===== config.mk =====
export PLATFORM = sky130hd
export DESIGN_NAME = mem_fetch_ctrl_flat
export DESIGN_NICKNAME = d
export VERILOG_FILES = /design/src/rtl/mem_fetch_ctrl_if.sv /design/src/rtl/mem_fetch_ctrl.sv /design/src/flat_wrapper.sv
export SDC_FILE = /design/constraint.sdc
export NUM_CORES = 1
export LEC_CHECK = 0
export ABC_CLOCK_PERIOD_IN_PS = 3500
export CORE_MARGIN = 2
export CORE_UTILIZATION = 35
export DETAILED_ROUTE_END_ITERATION = 12
export PLACE_DENSITY_LB_ADDON = 0.3
export SYNTH_ARGS = -nofsm -noshare
export SYNTH_HDL_FRONTEND = slang
export SYNTH_SLANG_ARGS = --single-unit

===== constraint.sdc =====
create_clock -name clk -period 3.5 [get_ports clk]
set_clock_uncertainty 0.15 [all_clocks]
set_input_delay 0.7 -clock clk [delete_from_list [all_inputs] [get_ports clk]]
set_output_delay 0.7 -clock clk [all_outputs]
set_load 0.005 [all_outputs]

===== src/rtl/mem_fetch_ctrl_if.sv =====
// Memory request/response bus plus staging-buffer write port of the fetch controller.
interface mem_fetch_ctrl_if #(
    parameter int N              = 4,
    parameter int DATA_WIDTH     = 16,
    parameter int BANKING_FACTOR = 1,
    parameter int ADDRESS_WIDTH  = 13
);
    localparam int BW = DATA_WIDTH * BANKING_FACTOR;
    localparam int IW = $clog2(N * N);

    logic                     mem_read_en;
    logic [ADDRESS_WIDTH-1:0] mem_req_addr;
    logic                     mem_write_en;
    logic [BW-1:0]            mem_req_data;
    logic [BW-1:0]            mem_resp_data;
    logic                     buf_wr_en;
    logic                     buf_sel;
    logic [IW-1:0]            buf_wr_idx;
    logic [BW-1:0]            buf_wr_data;

    // Controller side: issues requests, consumes responses, writes the buffer.
    modport master (
        output mem_read_en, mem_req_addr, mem_write_en, mem_req_data,
        input  mem_resp_data,
        output buf_wr_en, buf_sel, buf_wr_idx, buf_wr_data
    );

    // Memory/buffer side.
    modport slave (
        input  mem_read_en, mem_req_addr, mem_write_en, mem_req_data,
        output mem_resp_data,
        input  buf_wr_en, buf_sel, buf_wr_idx, buf_wr_data
    );
endinterface


===== src/rtl/mem_fetch_ctrl.sv =====
// Fetches the weight matrix then the X matrix, one beat per MEM_LATENCY+1
// cycles, and streams each returned beat into the staging buffer.
module mem_fetch_ctrl #(
    parameter int                     N              = 4,
    parameter int                     DATA_WIDTH     = 16,
    parameter int                     BANKING_FACTOR = 1,
    parameter int                     ADDRESS_WIDTH  = 13,
    parameter logic [ADDRESS_WIDTH-1:0] BASE_ADDR_W  = 13'h0000,
    parameter logic [ADDRESS_WIDTH-1:0] BASE_ADDR_X  = 13'h1000,
    parameter int                     MEM_LATENCY    = 2
) (
    input  logic             clk,
    input  logic             rst,
    input  logic             start,
    output logic             busy,
    output logic             done,
    mem_fetch_ctrl_if.master bus
);
    localparam int BEATS = N * N / BANKING_FACTOR;
    localparam int STEP  = BANKING_FACTOR * DATA_WIDTH / 8;
    localparam int BCW   = (BEATS > 1) ? $clog2(BEATS) : 1;
    localparam int LCW   = (MEM_LATENCY > 1) ? $clog2(MEM_LATENCY) : 1;
    localparam int IW    = $clog2(N * N);
    localparam logic [ADDRESS_WIDTH-1:0] STEP_A = ADDRESS_WIDTH'(STEP);

    typedef enum logic [2:0] {S_IDLE, S_ISSUE, S_WAIT, S_CAPT, S_DONE} state_t;

    state_t         state, state_nx;
    logic [BCW-1:0] beat, beat_nx;   // beat currently in flight within the matrix
    logic           sel, sel_nx;     // 0 = weights, 1 = X
    logic [LCW-1:0] lat, lat_nx;     // cycles spent in WAIT
    logic           rd_en, wr_en;
    logic           last_beat;

    assign last_beat = (beat == BCW'(BEATS - 1));

    // State and counter registers; async reset drops everything back to IDLE.
    always_ff @(posedge clk or posedge rst) begin
        if (rst) begin
            state <= S_IDLE;
            beat  <= '0;
            sel   <= 1'b0;
            lat   <= '0;
        end else begin
            state <= state_nx;
            beat  <= beat_nx;
            sel   <= sel_nx;
            lat   <= lat_nx;
        end
    end

    // Next-state logic and output decode. A CAPT cycle both retires the
    // current beat and requests the next one, so the request cadence equals
    // the responder's busy window.
    always_comb begin
        state_nx = state;
        beat_nx  = beat;
        sel_nx   = sel;
        lat_nx   = lat;
        rd_en    = 1'b0;
        wr_en    = 1'b0;
        case (state)
            S_IDLE: begin
                beat_nx = '0;
                sel_nx  = 1'b0;
                lat_nx  = '0;
                if (start) state_nx = S_ISSUE;
            end
            S_ISSUE: begin
                rd_en    = 1'b1;
                lat_nx   = '0;
                state_nx = S_WAIT;
            end
            S_WAIT: begin
                if (lat == LCW'(MEM_LATENCY - 1)) state_nx = S_CAPT;
                else                              lat_nx   = lat + 1'b1;
            end
            S_CAPT: begin
                wr_en  = 1'b1;
                lat_nx = '0;
                if (last_beat && sel) begin
                    state_nx = S_DONE;
                end else begin
                    rd_en    = 1'b1;
                    state_nx = S_WAIT;
                    if (last_beat) begin
                        sel_nx  = 1'b1;
                        beat_nx = '0;
                    end else begin
                        beat_nx = beat + 1'b1;
                    end
                end
            end
            S_DONE:  state_nx = S_IDLE;
            default: state_nx = S_IDLE;
        endcase

        // Request address always refers to the beat being asked for next
        // (beat_nx/sel_nx equal beat/sel in ISSUE). Wraps silently.
        bus.mem_read_en  = rd_en;
        bus.mem_req_addr = rd_en ? ((sel_nx ? BASE_ADDR_X : BASE_ADDR_W)
                                    + ADDRESS_WIDTH'(beat_nx) * STEP_A) : '0;
        bus.mem_write_en = 1'b0;
        bus.mem_req_data = '0;
        bus.buf_wr_en    = wr_en;
        bus.buf_sel      = wr_en & sel;
        bus.buf_wr_idx   = wr_en ? IW'(beat) * IW'(BANKING_FACTOR) : '0;
        bus.buf_wr_data  = wr_en ? bus.mem_resp_data : '0;
        busy             = (state != S_IDLE);
        done             = (state == S_DONE);
    end
endmodule


===== src/flat_wrapper.sv =====
// flat-port wrapper written by rule: the top's interface ports become plain ports
module mem_fetch_ctrl_flat 
#(
    parameter int                     N              = 4,
    parameter int                     DATA_WIDTH     = 16,
    parameter int                     BANKING_FACTOR = 1,
    parameter int                     ADDRESS_WIDTH  = 13,
    parameter logic [ADDRESS_WIDTH-1:0] BASE_ADDR_W  = 13'h0000,
    parameter logic [ADDRESS_WIDTH-1:0] BASE_ADDR_X  = 13'h1000,
    parameter int                     MEM_LATENCY    = 2
)
  (clk, rst, start, busy, done, bus_mem_read_en, bus_mem_req_addr, bus_mem_write_en, bus_mem_req_data, bus_mem_resp_data, bus_buf_wr_en, bus_buf_sel, bus_buf_wr_idx, bus_buf_wr_data);
  mem_fetch_ctrl_if #(.N(N), .DATA_WIDTH(DATA_WIDTH), .BANKING_FACTOR(BANKING_FACTOR), .ADDRESS_WIDTH(ADDRESS_WIDTH)) bus_i ();
  input  logic clk;
  input  logic rst;
  input  logic start;
  output logic busy;
  output logic done;
  output wire logic [$bits(bus_i.mem_read_en)-1:0] bus_mem_read_en;
  output wire logic [$bits(bus_i.mem_req_addr)-1:0] bus_mem_req_addr;
  output wire logic [$bits(bus_i.mem_write_en)-1:0] bus_mem_write_en;
  output wire logic [$bits(bus_i.mem_req_data)-1:0] bus_mem_req_data;
  input wire logic [$bits(bus_i.mem_resp_data)-1:0] bus_mem_resp_data;
  output wire logic [$bits(bus_i.buf_wr_en)-1:0] bus_buf_wr_en;
  output wire logic [$bits(bus_i.buf_sel)-1:0] bus_buf_sel;
  output wire logic [$bits(bus_i.buf_wr_idx)-1:0] bus_buf_wr_idx;
  output wire logic [$bits(bus_i.buf_wr_data)-1:0] bus_buf_wr_data;
  assign bus_mem_read_en = bus_i.mem_read_en;
  assign bus_mem_req_addr = bus_i.mem_req_addr;
  assign bus_mem_write_en = bus_i.mem_write_en;
  assign bus_mem_req_data = bus_i.mem_req_data;
  assign bus_i.mem_resp_data = bus_mem_resp_data;
  assign bus_buf_wr_en = bus_i.buf_wr_en;
  assign bus_buf_sel = bus_i.buf_sel;
  assign bus_buf_wr_idx = bus_i.buf_wr_idx;
  assign bus_buf_wr_data = bus_i.buf_wr_data;
  mem_fetch_ctrl #(.N(N), .DATA_WIDTH(DATA_WIDTH), .BANKING_FACTOR(BANKING_FACTOR), .ADDRESS_WIDTH(ADDRESS_WIDTH), .BASE_ADDR_W(BASE_ADDR_W), .BASE_ADDR_X(BASE_ADDR_X), .MEM_LATENCY(MEM_LATENCY)) u_core (.clk(clk), .rst(rst), .start(start), .busy(busy), .done(done), .bus(bus_i));
endmodule

== Word-level counts from Yosys, hierarchy flattened ==
Index checks and enable logic that the tools add are counted.
Widths: inputs -> output; s select.

* Output and inout bits: 55
* Bits in registers: 9
* Bits of input ports: 19

* Equal/unequal tests: 7
* Bitwise operators: 1
* Add/subtract/negate cells: 3
* Reduce and logical (&&, ||, !) cells: 6
* Muxes and demuxes: 19

{| class="wikitable"
|+ Operator list
! operator !! number
|-
| $mux 13 || 2
|-
| $mux 16 || 1
|-
| $add 13x5->13 || 1
|-
| $mux 4 || 3
|-
| $pmux 3 s4 || 1
|-
| $mux 3 || 3
|-
| $pmux 4 s2 || 1
|-
| $eq 3x2->1 const B || 2
|-
| $pmux 1 s2 || 3
|-
| $mux 1 || 5
|-
| $add 4x1->4 const B || 1
|-
| $eq 4x4->1 const B || 1
|-
| $eq 3x1->1 const B || 1
|-
| $eq 3x3->1 const B || 1
|-
| $logic_not 3->1 || 1
|-
| $reduce_bool 3->1 || 1
|-
| $reduce_or 3->1 || 1
|-
| $ne 2x1->1 const B || 1
|-
| $ne 2x2->1 const B || 1
|-
| $reduce_and 2->1 || 1
|-
| $reduce_bool 2->1 || 1
|-
| $add 1x1->1 const B || 1
|-
| $and 1x1->1 || 1
|-
| $logic_and 1x1->1 || 1
|}

== Depth between registers and ports, before layout ==
Gate-level depths: netlist of run 1.

* Depth after elaboration: 7
* Gate-level depth with buffers: 6
* Gate-level depth less buffers: 4

== Worst setup path after synthesis of run 1 ==
OpenSTA, ideal clock, no wires.

* Path type: register to output
* From: register u_core.beat[0]
* To: output port bus_mem_req_addr[4]
* Cell stages (with the launch flop): 6
* Slack: 1.517 ns
* Path buffers: 1
* Data arrival time: 1.133 ns
* Cell sequence: dfrtp_1 ha_1 buf_2 a21oi_1 o21ai_0 a21oi_1

* Cells in the longest elaborated chain, start to end: 6
* Elaborated cells on any way between the ends: 10

{| class="wikitable"
|+ RTL lines
! what !! line !! RTL
|-
| start, declared || mem_fetch_ctrl.sv:29 || <nowiki>logic [BCW-1:0] beat, beat_nx;</nowiki>
|-
| start signal, assigned || mem_fetch_ctrl.sv:46 || <nowiki>beat <= beat_nx;</nowiki>
|-
| $add 4x1->4 or $eq 4x4->1 (tied branches) || mem_fetch_ctrl.sv:90, mem_fetch_ctrl.sv:35 ||
|-
| $mux 4 or $logic_and 1x1->1 (tied branches) || mem_fetch_ctrl.sv:86, mem_fetch_ctrl.sv:81 ||
|-
| $mux 4 || mem_fetch_ctrl.sv:81 || <nowiki>if (last_beat && sel) begin</nowiki>
|-
| $pmux 4 s2 || mem_fetch_ctrl.sv:62 || <nowiki>case (state)</nowiki>
|-
| $add 13x5->13 || mem_fetch_ctrl.sv:102 || <nowiki>+ ADDRESS_WIDTH'(beat_nx) * STEP_A) : '0;</nowiki>
|-
| $mux 13 * || mem_fetch_ctrl.sv:101 || <nowiki>bus.mem_req_addr = rd_en ? ((sel_nx ? BASE_ADDR_X : BASE_ADDR_W)</nowiki>
|-
| end, declared || flat_wrapper.sv:20 || <nowiki>output wire logic [$bits(bus_i.mem_req_addr)-1:0] bus_mem_req_addr;</nowiki>
|}

Mark *: on every way between the ends. The rest lies on a longest branch, timed or not.

== Worst setup path in the final report of run 1 ==
* From: register u_core.state[1]
* To: output port bus_mem_req_addr[4]

* Cells in the longest elaborated chain, start to end: 4
* Elaborated cells on any way between the ends: 7

{| class="wikitable"
|+ RTL lines
! what !! line !! RTL
|-
| start, declared || mem_fetch_ctrl.sv:28 || <nowiki>state_t state, state_nx;</nowiki>
|-
| start signal, assigned || mem_fetch_ctrl.sv:45 || <nowiki>state <= state_nx;</nowiki>
|-
| $eq 3x2->1 or $logic_not 3->1 (tied branches) || mem_fetch_ctrl.sv:62 ||
|-
| $pmux 4 s2 || mem_fetch_ctrl.sv:62 ||
|-
| $add 13x5->13 || mem_fetch_ctrl.sv:102 ||
|-
| $mux 13 * || mem_fetch_ctrl.sv:101 ||
|}

Marks and branches as above.

==> summary.md, run 1 <==
| Metric | Value |
|---|---|
| TritonCTS Buffers | `3` |
| Area of the core | `0.00250 mm^2` |
| Hold buffer count at cts | `0` |
| H-tree depth | `1` |
| Post-Syn Instances | `119` |
| Switching Power | `347 uW` |
| Async SR Flop Fraction | `1.00` |
| Startpoint class of the critical path | `flop` |
| Final Hold Vio Count | `0` |
| Overall die width | `55.6 um` |
| Clk root buf | `clkbuf_4` |
| Sequential share of power | `0.252` |
| WHS Path Cells | `2` |
| Reg area | `around 230 um^2` |
| Post-synthesis sequential area ratio | `0.242` |
| Largest net degree at the start of global routing | `25` |
| Slew HR | `0.651` |
| Fill cells | `237` |
| Most frequent cell after synthesis | `buf_4` |
| Layout cells sized above 1 | `0.0613` |
| Crit end category | `output pin` |
| Synthesized area per cell | `7.82 um^2` |
| Top cells by count, synth | `25 x buf_4, 18 x and2_1, 9 x dfrtp_1, 9 x nor2_1` |
| Multi-input gate area | `549 um^2` |
| Final Wtd Congestion | `0.741` |
| DRT iter0 DRCs | `12` |
| Crit path DAT | `2150 ps` |
| Combinational power share | `0.655` |
| Post_cts resized | `0` |
| Vias in the first global route | `approximately 740` |
| Initial Utilization | `0.372` |
| Top cell type by total area after synthesis | `dfrtp_1` |
| Critical path peak fanout | `14` |
| Fin. max-slew vios | `0` |
| Die Y-Extent | `between 50 and 60 um` |
| Initial antenna violation count | `0` |
| Post-Syn Area | `931 um^2` |
| Global Route Usage Sum | `0.131` |
| WP data required | `2650 ps` |
| PortBufs | `48` |
| VDD IR-drop max | `roughly 0.40 mV` |
| Clock Tree Buf Depth | `2` |
| Max Fclk | `333 MHz` |
| Synth top area share | `0.242` |
| Area growth syn-to-layout | `44.4%` |
| Remaining Overflow, GRT | `0` |
| # setup viols final | `0` |
| Actual slew at the worst max-slew pin | `523 ps` |
| Net switching share of the total power | `0.401` |
| Main area contributors after synthesis | `dfrtp_1 24%, buf_4 20%, and2_1 12%` |
| Clock Pin Slew Worst Setup and Hold Paths | `60 ps` |
| First-pass GRT wire length | `3330 um` |
| #FFs+latches synth | `9` |
| Final ANT Viol Nets | `0` |
| R2R depth | `4` |
| Via density | `4.49` |
| Setup tns final | `0 ps` |
| Status | `completed` |
| Critical path class | `reg2out` |
| TritonRoute pass-1 iters | `5` |
| Internal power | `519 uW` |
| Yosys Warn Count | `0` |
| Ys flop type | `dfrtp_1` |
| Diodes inserted | `0` |
| Post-DP Area | `0.00132 mm^2` |
| EDFF count, synth | `0` |
| Row cnt | `18` |
| CTS tree | `built` |
| Pwr dens | `644 mW/mm^2` |
| Clock Latency Late Sink | `260 ps` |
| Setup bufs post-CTS | `0` |
| Final HPWL DP | `1610 um` |
| Clock power share | `0.092` |
| DR WL/cell | `10.8 um` |
| Leakage power total | `0.584 nW` |
| Fin crit period | `3000 ps` |
| Finished Cell Area | `roughly 0.0013 mm^2` |
| Clock Sinks | `9` |
| RSZ-0062 raised after global routing | `no` |
| Post-synth cell types | `32` |
| Via count | `867` |
| # DRC | `0` |
| Tcrit/Tclk final | `0.858` |
| Layout Nets | `184` |
| Hold WC Path Type | `reg2reg` |
| Max-cap viol count | `0` |
| WL final | `2090 um` |
| Number of placed I/O pins | `74` |
| Total Die Area | `0.00309 mm^2` |
[power by group through the flow]
| stage | logic [mW] | registers (mW) | clock network, mW |
|---|---|---|---|
| 6_report | 0.567 | 0.219 | 0.0799 |
| 5_1_grt | 0.623 | 0.226 | 0.0936 |
| 3_5_place_dp | 0.570 | 0.218 | 0 |
| 3_3_place_gp | 0.562 | 0.215 | 0 |
| 4_1_cts | 0.575 | 0.216 | 0.0824 |
| 2_1_floorplan | 0.370 | 0.171 | 0 |
[per-stage QoR]
stage                     cells   util  power, mW  setup WS, ps  hold WS (ps)
after floorplan             143      -      0.541          1520           300
after global placement      189  0.527      0.777           826           315
after detailed placement    189  0.527      0.788           790           335
after CTS                   193  0.538      0.873           493           349
after global routing        193  0.538      0.943           401           367
final                       193  0.538      0.866           496           340
[logic make-up (layout without fill, tap and decap cells)]
| kind of cell | Yosys count | count (layout) | synth area share |
|---|---|---|---|
| simple gates | 48 | 48 | 0.298 |
| compound gates | 17 | 17 | 0.121 |
| mux | 3 | 3 | 0.0376 |
| fa+ha+maj | 1 | 1 | 0.0134 |
| xor+xnor | 2 | 2 | 0.0188 |
| flops | 9 | 9 | 0.242 |
| buf+inv | 38 | 58 | 0.265 |
| other cells | 1 | 25 | 0.00403 |
[metal layers]
metal | routed length [um] | vias up | track usage | share of wire
met5 | 0 | - | 0 | 0
met4 | 12 | 0 | 0.0488 | 0.0057
met3 | 171 | 2 | 0.0349 | 0.082
met2 | 966 | 49 | 0.209 | 0.46
met1 | 936 | 385 | 0.169 | 0.45
li1 | - | 431 | - | -
[cells in the final DEF (no fill, tap or decap), types with 2 or more instances in the layout]
cell / synthesis / layout
nand4_1: 2 / 2
inv_1: 4 / 4
a211oi_1: 2 / 2
nand2_1: 5 / 5
a21oi_1: 6 / 6
nand3_1: 4 / 4
nand2b_1: 3 / 3
clkbuf_4: 0 / 3
conb_1: 1 / 25
and2_1: 18 / 18
xor2_1: 2 / 2
a31oi_1: 2 / 2
o21ai_2: 2 / 2
o21ai_0: 2 / 2
mux2i_1: 2 / 2
clkdlybuf4s50_1: 0 / 48
dfrtp_1: 9 / 9
nor3_1: 2 / 2
nor2_1: 9 / 9
[critical path, stage by stage (launching register included)]
cell             delay, ps
dfrtp_1                670
nand2_1                120
or4_1                  410
a21oi_1                170
clkdlybuf4s50_1        520
[area by class of cell]
type / count / share of cell area
clock buffer: 4 / 0.0196
sequential: 9 / 0.168
timing repair buffer: 48 / 0.358
tap: 30 / 0.0279
multi-input combinational: 96 / 0.409
inverter: 6 / 0.0186
[final timing paths]
check | startpoint | to | slack [ps]
worst max-delay path | u_core.state[1]$_DFFE_PP0P_ | bus_mem_req_addr[4] | 500
worst min-delay path | u_core.lat$_DFFE_PP0P_ | u_core.lat$_DFFE_PP0P_ | 340
worst max register to register | u_core.state[1]$_DFFE_PP0P_ | u_core.beat[3]$_DFF_PP0_ | 1690
max in group asynchronous | rst | u_core.beat[1]$_DFF_PP0_ | 2390
worst min register to register | u_core.lat$_DFFE_PP0P_ | u_core.lat$_DFFE_PP0P_ | 340
min in group asynchronous | rst | u_core.lat$_DFFE_PP0P_ | 550
[sequential cells by signal, summed over array words and instances (netlist names)]
name,flops
u_core.beat,4
u_core.lat,1
u_core.state,3
u_core.sel,1
(Power assumes the default switching activity.)
==> inputs of run 2 (changes only) <==
--- a/config.mk
+++ b/config.mk
@@ -5,11 +5,10 @@
 export SDC_FILE = /design/constraint.sdc
 export NUM_CORES = 1
 export LEC_CHECK = 0
-export ABC_CLOCK_PERIOD_IN_PS = 3500
-export CORE_MARGIN = 2
-export CORE_UTILIZATION = 35
+export ABC_CLOCK_PERIOD_IN_PS = 3400
+export CORE_UTILIZATION = 33
 export DETAILED_ROUTE_END_ITERATION = 12
-export PLACE_DENSITY_LB_ADDON = 0.3
+export PLACE_DENSITY = 0.8
 export SYNTH_ARGS = -nofsm -noshare
 export SYNTH_HDL_FRONTEND = slang
 export SYNTH_SLANG_ARGS = --single-unit
==> constraint.sdc (replaced) <==
create_clock -name clk -period 3.4 [get_ports clk]
set_clock_uncertainty 0.15 [all_clocks]
set_input_delay 0.68 -clock clk [delete_from_list [all_inputs] [get_ports clk]]
set_output_delay 0.68 -clock clk [all_outputs]
set_load 0.005 [all_outputs]
==> run 2 against run 1 <==
Routed wire length decreased by 6.3%. Via count decreased by 1.6%. Non-clock buffer count unchanged. Combinational power increased by 3%. Highest routed layer unchanged.
==> summary.md, run 2 (synthesis gave the netlist of run 1 again) <==
| Metric | Value |
|---|---|
| Leakage power total | `0.584 nW (unchanged)` |
| Tcrit/Tclk final | `0.860` |
| WP data required | `2570 ps (-80 ps)` |
| # setup viols final | `0 (unchanged)` |
| PortBufs | `48 (unchanged)` |
| Max reg flops | `4 (unchanged)` |
| Area of the core | `0.00257 mm^2 (+2.7%)` |
| Most frequent cells in the layout | `48 x clkdlybuf4s50_1, 25 x conb_1, 18 x and2_1, 9 x nor2_1, 9 x dfrtp_1` |
| CTS tree | `built` |
| Largest net degree at the start of global routing | `25 (unchanged)` |
| Number of placed I/O pins | `74 (unchanged)` |
| Final Wtd Congestion | `0.804 (+8.5%)` |
| Max Fclk | `342 MHz` |
| Critical path class | `reg2out` |
| Die Y-Extent | `55.1 um (-0.83%)` |
| Clock Tree Buf Depth | `2 (unchanged)` |
| Initial Utilization | `0.363 (-0.00980)` |
| Remaining Overflow, GRT | `0 (unchanged)` |
| Final WS setup | `477 ps (-18.8 ps)` |
| Post-DP Area | `0.00132 mm^2 (unchanged)` |
| Diodes inserted | `0 (unchanged)` |
| Hold WC Path Type | `reg2reg` |
| RSZ-0062 raised after global routing | `no` |
| VDD IR-drop max | `0.391 mV (-1.5%)` |
| Crit end category | `output pin` |
| Fill cells | `255 (+7.6%)` |
| TritonRoute pass-1 iters | `4 (-1)` |
| H-tree depth | `1 (unchanged)` |
| Fin util | `0.523 (-0.0141)` |
| First-pass GRT wire length | `3110 um (-6.4%)` |
| Via density | `4.42 (-1.6%)` |
| Worst slack at placement | `762 ps (-28.2 ps)` |
| Reg area | `225 um^2 (unchanged)` |
| Most common cell after layout, fill and taps aside | `clkdlybuf4s50_1` |
| Clock Sinks | `9 (unchanged)` |
| Max-cap viol count | `0 (unchanged)` |
| Final ANT Viol Nets | `0 (unchanged)` |
| Row cnt | `18 (unchanged)` |
| Clock Latency Late Sink | `260 ps (about the same)` |
| Setup tns final | `0 ps (unchanged)` |
| Finished Cell Area | `0.00134 mm^2 (unchanged)` |
| Clk root buf | `clkbuf_4` |
| Fin. max-slew vios | `0 (unchanged)` |
| GR peak layer | `met2` |
| Global Route Usage Sum | `0.141 (+0.0101)` |
| Met3 usage | `0.0492 (+0.0143)` |
| Crit path DAT | `2090 ps (-60 ps)` |
| Post_cts resized | `0 (unchanged)` |
| TritonCTS Buffers | `3 (unchanged)` |
| GR Util met1 | `0.155 (-0.0137)` |
| Initial antenna violation count | `0 (unchanged)` |
| Final Hold Vio Count | `0 (unchanged)` |
| DR WL/cell | `10.1 um (-6.3%)` |
| WL final | `1960 um (-6.3%)` |
| Area growth syn-to-layout | `44.4% (unchanged)` |
| Layout Nets | `184 (unchanged)` |
| Total Die Area | `0.00304 mm^2 (-1.6%)` |
| # DRC | `0 (unchanged)` |
| Vias in the first global route | `751 (+1.3%)` |
| Overall die width | `55.1 um (-0.83%)` |
| Setup bufs post-CTS | `0 (unchanged)` |
| Pwr dens | `660 mW/mm^2 (+2.5%)` |
| Multi-input gate area | `549 um^2 (unchanged)` |
| Largest Register | `u_core.beat` |
| Critical path peak fanout | `14 (unchanged)` |
| Fin crit period | `2920 ps` |
| Startpoint class of the critical path | `flop` |
| Hold buffer count at cts | `0 (unchanged)` |
| Clock Pin Slew Worst Setup and Hold Paths | `60 ps (about the same)` |
| Layout cells sized above 1 | `0.0613 (unchanged)` |
| Via count | `853 (-1.6%)` |
| DRT iter0 DRCs | `4 (-8)` |
| Status | `completed` |
| Met2 Usage GRT | `0.247 (+0.0378)` |
| Largest registers | `u_core.beat x4, u_core.state x3` |
| Final HPWL DP | `1620 um (+0.56%)` |
-- run 2: cell counts in the layout (fill, tap and decap cells not counted) --
Identical to the previous run, type by type.
-- run 2: area by class of cell --
cell class / instances / area share
multi-input combinational: 96 / 0.409
timing repair buffer: 48 / 0.358
sequential: 9 / 0.168
tap: 30 / 0.0279
clock buffer: 4 / 0.0196
inverter: 6 / 0.0186
-- run 2: stage by stage --
step | hold WS (ps) | power, mW | std cells
finish | 363 | 0.887 | 193
global route | 425 | 0.976 | 193
CTS | 374 | 0.896 | 193
detailed placement | 361 | 0.811 | 189
global placement | 321 | 0.797 | 189
floorplan | 300 | 0.557 | 143
-- run 2: power breakdown --
part	leakage, nW	internal, mW	switching [mW]
registers	0.108	0.147	0.0769
logic	0.461	0.342	0.241
clock network	0.0150	0.0451	0.0357
total	0.584	0.534	0.353
-- run 2: metal layers --
| layer | routed length, um | vias up |
|---|---|---|
| met3 | 212 | 2 |
| met2 | 969 | 52 |
| met5 | 0 | - |
| li1 | - | 428 |
| met4 | 19 | 0 |
| met1 | 754 | 371 |
-- run 2: path summary, 6_finish.rpt --
kind	start	to	slack [ps]	depth (start not counted)
setup / recovery	u_core.state[1]$_DFFE_PP0P_	bus_mem_req_addr[4]	480	4
hold / removal	u_core.lat$_DFFE_PP0P_	u_core.lat$_DFFE_PP0P_	360	2
setup reg to reg	u_core.state[1]$_DFFE_PP0P_	u_core.beat[3]$_DFF_PP0_	1650	4
hold reg to reg	u_core.lat$_DFFE_PP0P_	u_core.lat$_DFFE_PP0P_	360	2
max in group asynchronous	rst	u_core.beat[2]$_DFF_PP0_	2310	2
min in group asynchronous	rst	u_core.sel$_DFF_PP0_	530	2
-- run 2: critical path, stage by stage (launching register included) --
cell and delay [ps]:
dfrtp_1 640, nand2_1 130, or4_1 400, a21oi_1 160, clkdlybuf4s50_1 510
==> inputs of run 3 (changes only) <==
--- a/config.mk
+++ b/config.mk
@@ -9,6 +9,7 @@
 export CORE_UTILIZATION = 33
 export DETAILED_ROUTE_END_ITERATION = 12
 export PLACE_DENSITY = 0.8
+export REMOVE_ABC_BUFFERS = 1
 export SYNTH_ARGS = -nofsm -noshare
 export SYNTH_HDL_FRONTEND = slang
 export SYNTH_SLANG_ARGS = --single-unit
==> run 3 against run 2 <==
Flip-flop and latch count stayed put. Clock power is 3.3% higher. Global-route usage grew 0.84 points. Die area unchanged. Critical path depth is the same. Register-to-register slack about the same. Clock-buffer cell count did not move. Non-clock buffer count is the same. Sequential share of layout area unchanged. Routed wire length is 5.0% higher. Hold slack worse by 7.1 ps.
==> summary.md, run 3 (synthesis gave the netlist of run 1 again) <==
| Metric | Value |
|---|---|
| WL final | `2050 um (+5.0%)` |
| Hold WC Path Type | `reg2reg` |
| Fin. max-slew vios | `0 (unchanged)` |
| Critical path cell sequence | `nand2_1 -> or4_1 -> a21oi_1 -> clkdlybuf4s50_1` |
| Layout Nets | `184 (unchanged)` |
| # setup viols final | `0 (unchanged)` |
| FF-to-FF setup slack | `1660 ps (about the same)` |
| Clock Pin Slew Worst Setup and Hold Paths | `50 ps (about the same)` |
| Final Wtd Congestion | `0.813 (+1.1%)` |
| Largest stage delay, worst path | `620 ps (-20 ps)` |
| Min-delay src | `u_core.lat$_DFFE_PP0P_` |
| Hold path endpoint | `u_core.lat$_DFFE_PP0P_` |
| Row cnt | `18 (unchanged)` |
| Most common cell after layout, fill and taps aside | `clkdlybuf4s50_1` |
| TritonRoute pass-1 iters | `4 (unchanged)` |
| Crit end category | `output pin` |
| Vias in the first global route | `810 (+7.9%)` |
| Critical path class | `reg2out` |
| Setup bufs post-CTS | `0 (unchanged)` |
| Clk root buf | `clkbuf_4` |
| Remaining Overflow, GRT | `0 (unchanged)` |
| VDD IR-drop max | `0.305 mV (-22%)` |
| Critical path peak fanout | `14 (unchanged)` |
| Fin util | `0.523 (unchanged)` |
| Max-cap viol count | `0 (unchanged)` |
| Initial Utilization | `0.363 (unchanged)` |
| Slowest stage cell, crit path | `dfrtp_1` |
| R2R Path Start | `u_core.state[1]$_DFFE_PP0P_` |
| Layout cells sized above 1 | `0.0613 (unchanged)` |
| Setup tns final | `0 ps (unchanged)` |
| Crit path DAT | `2070 ps (-20 ps)` |
| Max Fclk | `345 MHz (+0.94%)` |
| Crit Reg-Reg Endpoint | `u_core.beat[3]$_DFF_PP0_` |
| RSZ-0062 raised after global routing | `no` |
| Hold buffer count at cts | `0 (unchanged)` |
| Overall die width | `55.1 um (unchanged)` |
| DR WL/cell | `10.6 um (+5.0%)` |
| First-pass GRT wire length | `3210 um (+3.1%)` |
| Pwr dens | `665 mW/mm^2 (+0.76%)` |
| R2R depth | `4 (unchanged)` |
| Clock Tree Buf Depth | `2 (unchanged)` |
| Die Y-Extent | `55.1 um (unchanged)` |
| WHS Path Cells | `2 (unchanged)` |
| Post_cts resized | `0 (unchanged)` |
| Clock Latency Late Sink | `270 ps (about the same)` |
| Diodes inserted | `0 (unchanged)` |
| WP data required | `2570 ps (about the same)` |
| Area growth syn-to-layout | `44.4% (unchanged)` |
| Largest Register | `u_core.beat` |
| Clock Sinks | `9 (unchanged)` |
| Max reg flops | `4 (unchanged)` |
| Leakage power total | `0.584 nW (unchanged)` |
| Tcrit/Tclk final | `0.852 (-0.00798)` |
| Crit path launch | `u_core.state[1]$_DFFE_PP0P_` |
| Number of placed I/O pins | `74 (unchanged)` |
| Startpoint class of the critical path | `flop` |
| TritonCTS Buffers | `3 (unchanged)` |
| Total Die Area | `0.00304 mm^2 (unchanged)` |
| H-tree depth | `1 (unchanged)` |
| Initial antenna violation count | `0 (unchanged)` |
| PortBufs | `48 (unchanged)` |
| Final WS setup | `504 ps (+27.1 ps)` |
| PnR Total Power | `894 uW (+0.76%)` |
| Via count | `879 (+3.0%)` |
| # DRC | `0 (unchanged)` |
| Fin crit period | `2900 ps (-27.1 ps)` |
| Final ANT Viol Nets | `0 (unchanged)` |
| CTS tree | `built` |
| Largest net degree at the start of global routing | `25 (unchanged)` |
| Final Hold Vio Count | `0 (unchanged)` |
| Worst slack at placement | `789 ps (+27.8 ps)` |
| Area of the core | `0.00257 mm^2 (unchanged)` |
| Status | `completed` |
| Via density | `4.55 (+3.0%)` |
| Global Route Usage Sum | `0.150 (+0.00845)` |
| Largest registers | `u_core.beat x4, u_core.state x3` |
| Most frequent cells in the layout | `48 x clkdlybuf4s50_1, 25 x conb_1, 18 x and2_1, 9 x nor2_1, 9 x dfrtp_1` |
| Final HPWL DP | `1650 um (+1.6%)` |
| DRT iter0 DRCs | `4 (unchanged)` |
[run 3: cell counts in the layout (fill, tap and decap cells not counted)]
No cell type changed its count.
[run 3: worst max path at each step]
| stage | end | slack [ps] |
|---|---|---|
| finish | bus_mem_req_addr[4] | 500 |
| global placement | bus_mem_req_addr[4] | 810 |
| detailed placement | bus_mem_req_addr[4] | 790 |
| global route | bus_mem_req_addr[4] | 350 |
| CTS | bus_mem_req_addr[4] | 490 |
| floorplan | bus_mem_req_addr[4] | 1350 |
[run 3: power breakdown]
| part | internal (mW) | switching, mW | total, mW |
|---|---|---|---|
| Clock | 0.0453 | 0.0383 | 0.0835 |
| Sequential | 0.147 | 0.0808 | 0.228 |
| Combinational | 0.342 | 0.241 | 0.582 |
[run 3: worst max-delay path: cells and delay by family, from the launching register on]
kind | cells | cell delay, ps
buffers and inverters | 1 | 510
DFF | 1 | 620
AOI/OAI and AO/OA | 1 | 150
and+or+nand+nor | 2 | 520
[run 3: metal layers]
metal,part of all wire,up-vias,routed length [um],GRT usage
met2,0.49,51,1000,0.265
met1,0.38,397,788,0.157
li1,-,425,-,-
met4,0.029,0,59,0.100
met5,0,-,0,0
met3,0.099,6,203,0.0328
[run 3: per-stage QoR]
step	instance area [um^2]	std cells	hold WS, ps
final	1340	193	356
after floorplan	800	111	300
after global placement	1320	189	320
after detailed placement	1320	189	349
after global routing	1340	193	405
after CTS	1340	193	365
[run 3: layout make-up]
type	count	area, um^2
multi-input cells	96	549
repair buffers	48	480
fillers	249	1220
flip-flops and latches	9	225
well taps	30	37.5
inverters	6	25.0
clock buffers	4	26.3
